## src/rtl/jtframe_sdram_arb.sv

```systemverilog
// Round-robin arbiter: shares one SDRAM controller port between SLOTS requesters.
// Latency: grant is registered one edge after slot_req; slot_ack follows sdram_ack combinationally; slot_dok is one cycle after sdram_rdy.
// Backpressure: holds one transaction at a time until sdram_rdy or the watchdog fires; other slots wait.
module jtframe_sdram_arb #(
  parameter int SLOTS = 4,
  parameter int TOUT  = 255,
  parameter int SW    = 3
) (
  input  logic                  clk,
  input  logic                  rst,
  input  logic [SLOTS-1:0]      slot_req,
  input  logic [SLOTS-1:0]      slot_rnw,
  input  logic [22*SLOTS-1:0]   slot_addr,
  input  logic [16*SLOTS-1:0]   slot_wrdata,
  output logic [SLOTS-1:0]      slot_ack,
  output logic [SLOTS-1:0]      slot_dok,
  output logic [31:0]           data_read,
  output logic                  sdram_req,
  output logic                  sdram_rnw,
  output logic [21:0]           sdram_addr,
  output logic [15:0]           sdram_din,
  input  logic                  sdram_ack,
  input  logic                  sdram_rdy,
  input  logic [31:0]           sdram_dout,
  output logic                  timeout
);

  localparam int CW = $clog2(TOUT + 1);

  typedef enum logic [1:0] {IDLE, REQ, WAIT} state_t;

  state_t            state, state_nxt;
  logic [SW-1:0]     ptr, sel, pick, sel_inc;
  logic [CW-1:0]     wdog;
  logic              found, start, done, abort;
  logic [2*SLOTS-1:0] req_dbl;
  logic [SLOTS-1:0]  req_rot, sel_hot;
  logic              pick_rnw;
  logic [21:0]       pick_addr;
  logic [15:0]       pick_din;

  // Rotate the request vector so bit 0 corresponds to the slot at ptr
  assign req_dbl   = {slot_req, slot_req};
  assign req_rot   = SLOTS'(req_dbl >> ptr);
  assign sdram_req = (state == REQ);
  assign sel_inc   = (sel == SW'(SLOTS - 1)) ? '0 : sel + 1'b1;

  // Circular priority search from ptr, then mux out the winner's request fields
  always_comb begin
    found     = 1'b0;
    pick      = '0;
    pick_rnw  = 1'b0;
    pick_addr = '0;
    pick_din  = '0;
    for (int k = 0; k < SLOTS; k++) begin
      if (!found && req_rot[k]) begin
        found = 1'b1;
        pick  = SW'((int'(ptr) + k) % SLOTS);
      end
    end
    for (int k = 0; k < SLOTS; k++) begin
      if (SW'(k) == pick) begin
        pick_rnw  = slot_rnw[k];
        pick_addr = slot_addr[22*k +: 22];
        pick_din  = slot_wrdata[16*k +: 16];
      end
    end
  end

  // Decode the owner index into ack (combinational on sdram_ack) and a one-hot for dok
  always_comb begin
    slot_ack = '0;
    sel_hot  = '0;
    for (int k = 0; k < SLOTS; k++) begin
      sel_hot[k]  = (sel == SW'(k));
      slot_ack[k] = (state == REQ) && sdram_ack && (sel == SW'(k));
    end
  end

  // Next-state logic; ack together with rdy counts as an immediate completion
  always_comb begin
    state_nxt = state;
    start     = 1'b0;
    done      = 1'b0;
    abort     = 1'b0;
    case (state)
      IDLE: begin
        if (found) begin
          start     = 1'b1;
          state_nxt = REQ;
        end
      end
      REQ: begin
        if (sdram_ack) begin
          if (sdram_rdy) begin
            done      = 1'b1;
            state_nxt = IDLE;
          end else begin
            state_nxt = WAIT;
          end
        end
      end
      WAIT: begin
        if (sdram_rdy) begin
          done      = 1'b1;
          state_nxt = IDLE;
        end else if (wdog == CW'(TOUT - 1)) begin
          abort     = 1'b1;
          state_nxt = IDLE;
        end
      end
      default: state_nxt = IDLE;
    endcase
  end

  // State register
  always_ff @(posedge clk or posedge rst) begin
    if (rst) state <= IDLE;
    else     state <= state_nxt;
  end

  // Latched request, watchdog, completion strobes and round-robin pointer
  always_ff @(posedge clk or posedge rst) begin
    if (rst) begin
      sel        <= '0;
      ptr        <= '0;
      wdog       <= '0;
      sdram_rnw  <= 1'b0;
      sdram_addr <= '0;
      sdram_din  <= '0;
      data_read  <= '0;
      slot_dok   <= '0;
      timeout    <= 1'b0;
    end else begin
      if (start) begin
        sel        <= pick;
        sdram_rnw  <= pick_rnw;
        sdram_addr <= pick_addr;
        sdram_din  <= pick_din;
      end
      // Cleared while waiting for ack so it starts from zero on entry to WAIT
      if (state == REQ)       wdog <= '0;
      else if (state == WAIT) wdog <= wdog + 1'b1;
      if (done && sdram_rnw) data_read <= sdram_dout;
      slot_dok <= done ? sel_hot : '0;
      timeout  <= abort;
      if (done || abort) ptr <= sel_inc;
    end
  end

endmodule

```

## config.mk

```make
export PLATFORM = sky130hd
export DESIGN_NAME = jtframe_sdram_arb
export DESIGN_NICKNAME = d
export VERILOG_FILES = /design/src/rtl/jtframe_sdram_arb.sv
export SDC_FILE = /design/constraint.sdc
export NUM_CORES = 1
export LEC_CHECK = 0
export ABC_AREA = 1
export CORE_MARGIN = 2
export CORE_UTILIZATION = 40
export DETAILED_ROUTE_END_ITERATION = 8
export PLACE_DENSITY_LB_ADDON = 0.12
export SLEW_MARGIN = 15
export SYNTH_ARGS = -nofsm -noshare
export SYNTH_HDL_FRONTEND = slang
export SYNTH_SLANG_ARGS = --single-unit
```

## constraint.sdc

```tcl
create_clock -name clk -period 6.9 [get_ports clk]
set_input_delay 1.38 -clock clk [delete_from_list [all_inputs] [get_ports clk]]
set_output_delay 1.38 -clock clk [all_outputs]
set_load 0.02 [all_outputs]
```

==> results.cfg <==
[outcome]
status = finished, final reports clean

[timing]
fin_skew_ps = 7.71
max_slew_margin_pct = 29.0
period_needed_ps = 4550
rsz0062_at_grt = false
worst_pin_slew_ps = 1060
fin_tns_setup_ps = 0
max_freq_mhz = 220
setup_viol = 0
maxSlewViolCount = 0
hold_violations = 0
holdWs_ps = 480
min_period_over_period_pct = 66.0

[yosys]
syn_area_per_cell_um2 = 7.80
synth_seq_area_share_pct = 43.1
ys_seq_elements = 90
syn_area_mm2 = 0.00523
synth_fa_ha_area_share_pct = 2.15
synth_common_cells = nand2_1, dfrtp_1, inv_1
synthSimpleGateAreaFrac_pct = 29.3
synth_top_family_by_area = simple AND/OR/NAND/NOR gates
synth_top_area_share_pct = 43.1
synth.most_common_cell = nand2_1
synth_top_area_cell = dfrtp_1
netlist_instances = 670
synth_fp_nets = 875
synth.area.top_cells = dfrtp_1, nand2_1, mux2_2
synth_xor_area_share_pct = 0.311
synth_mux_area_share_pct = 6.89
synth_ff_type = dfrtp_1
synth_edf_count = 0
synth_compound_area_share_pct = 8.69
yosys_warnings = 0
synth_cell_types = 33
async_reset_ff_share_pct = 100

[floorplanning]
ios = 277
start_util_pct = 41.2
die_h_um = 118
rows = 41
die_w_um = 118
coreArea_mm2 = 0.0127
die_area_mm2 = 0.0140

[clock_network]
cts_tree = built
cts_max_level = 3
cts_buffers = 9
clockBufferDepth = 2
clock-sinks = 90
clk_latency_ps = 330
cts_root_buf = clkbuf_16
cts.clk_slew.worst_paths_ps = 60
postCtsHoldBufs = 0
post_cts_buffers = 0
cts.repair.resized = 0

[global_route]
grt_max_degree = 52
grt_pass1_wl_um = 26700
grt_pass1_vias = 5350
antenna_found_initial = 1
gr-total-overflow = 0
grt_use_total_pct = 24.1

[drt]
first_pass_iters = 5
drc = 0
vias_per_cell = 4.89
routedWlPerCell_um = 15.3
drt-total-wl_um = 16900
ant_nets = 0
drt_iter0_drc = 240
vias = 5397

[hold_path]
hold_end = sdram_din[4]$_DFFE_PP0P_
hold_path_depth = 2
hp-start = sdram_din[4]$_DFFE_PP0P_
min_path_type = reg -> reg

[setup_path]
rr_endpoint = sdram_addr[21]$_DFFE_PP0P_
critPathCaptureType = register
crit_path_max_fanout = 44
critical_path_required_ps = 7120
crit_type = in -> reg
rr_worst_depth = 11
rrSetupSlack_ps = 3160
cp-start-kind = input port
critPathArrivalTime_ps = 4770
timing.rr.start = ptr[0]$_DFFE_PP0P_

[layout]
syn2layout_area_growth_pct = 59.2
num-fill-cells = 1100
multi_input_comb_area_mm2 = 0.00248
seq_area_mm2 = 0.00225
layout-drive-gt1-share_pct = 9.56
nets = 1132

[power]
leakage_nw = 3.93
ir_worst_vdd_mv = 0.197
powerDensity_mw_per_mm2 = 510

[placed_design]
dp_hpwl_um = 13000
place.gp.congestion = 0.900
io_buffers = 276

[run]
maxCapViolations = 0
layout make-up:
class / instances / area share, %
flip-flops and latches: 90 / 27.1
inverters: 77 / 3.62
repair buffers: 278 / 33.4
multi-input cells: 471 / 29.8
clock buffers: 9 / 2.71
clock inverters: 6 / 0.812
well taps: 172 / 2.59
diodes: 1 / 0.0301
critical path, stage by stage:
cell and delay (ps):
clkdlybuf4s50_1 450, inv_1 70, nand2_1 70, nand3_4 130
nand2_4 70, nor2_4 140, nand4_1 140, nand2_2 620
clkinv_1 1090, o21ai_1 360, inv_1 100, nand2_1 90
nand2_1 50
flip-flops by register name, summed over array words and instances (netlist names):
register	flops
data_read	32
sdram_addr	22
sdram_din	16
wdog	8
slot_dok	4
ptr	2
sel	2
state	2
sdram_rnw	1
timeout	1
cells in the final DEF, fill, tap and decap left out, types with 18 or more instances in the layout:
cell type,n
clkdlybuf4s50_1,276
nand2_1,217
dfrtp_1,90
inv_1,71
nand3_1,66
o21ai_0,53
mux2_2,32
o21ai_1,27
nand2_2,21
nor2_1,18
worst max-delay path by stage:
stage                      from  depth (start not counted)  slack, ps                    endpoint
global route        slot_req[3]                         13       1900   sdram_addr[6]$_DFFE_PP0P_
detailed placement  slot_req[0]                         13       2400   sdram_addr[3]$_DFFE_PP0P_
global placement    slot_req[0]                         13       2470   sdram_addr[2]$_DFFE_PP0P_
floorplan                   rst                          1       3180    data_read[0]$_DFFE_PP0P_
CTS                   sdram_ack                          4       2710                 slot_ack[1]
finish              slot_req[3]                         13       2350  sdram_addr[21]$_DFFE_PP0P_
logic make-up after synthesis:
logic type                 Yosys count
and+or+nand+nor                    340
AOI/OAI and AO/OA                   89
DFF                                 90
buffers and inverters              109
muxes                               32
xor gates and xnor gates             1
adders and majority gates            9
layer usage:
layer	up-vias	GRT usage (%)	wire length (µm)
met3	27	7.19	1460
met5	-	0	0
met1	2499	26.0	6250
li1	2649	-	-
met2	222	44.2	8770
met4	0	9.04	406
power by group:
part | switching (mW) | leakage (nW) | internal (mW)
logic | 1.74 | 2.66 | 1.08
clock network | 0.205 | 0.138 | 0.280
registers | 0.154 | 1.14 | 0.779
metrics by stage:
step	power [mW]	instance area, µm²	worst slack, ps	std cells	utilization [%]
2_1_floorplan	2.90	5230	3180	670	-
3_3_place_gp	3.69	8030	2470	1088	63.3
3_5_place_dp	3.78	8030	2400	1088	63.3
4_1_cts	4.27	8320	2710	1103	65.6
5_1_grt	4.63	8320	1900	1104	65.7
6_report	4.24	8320	2350	1104	65.7
(Power assumes the default switching activity.)
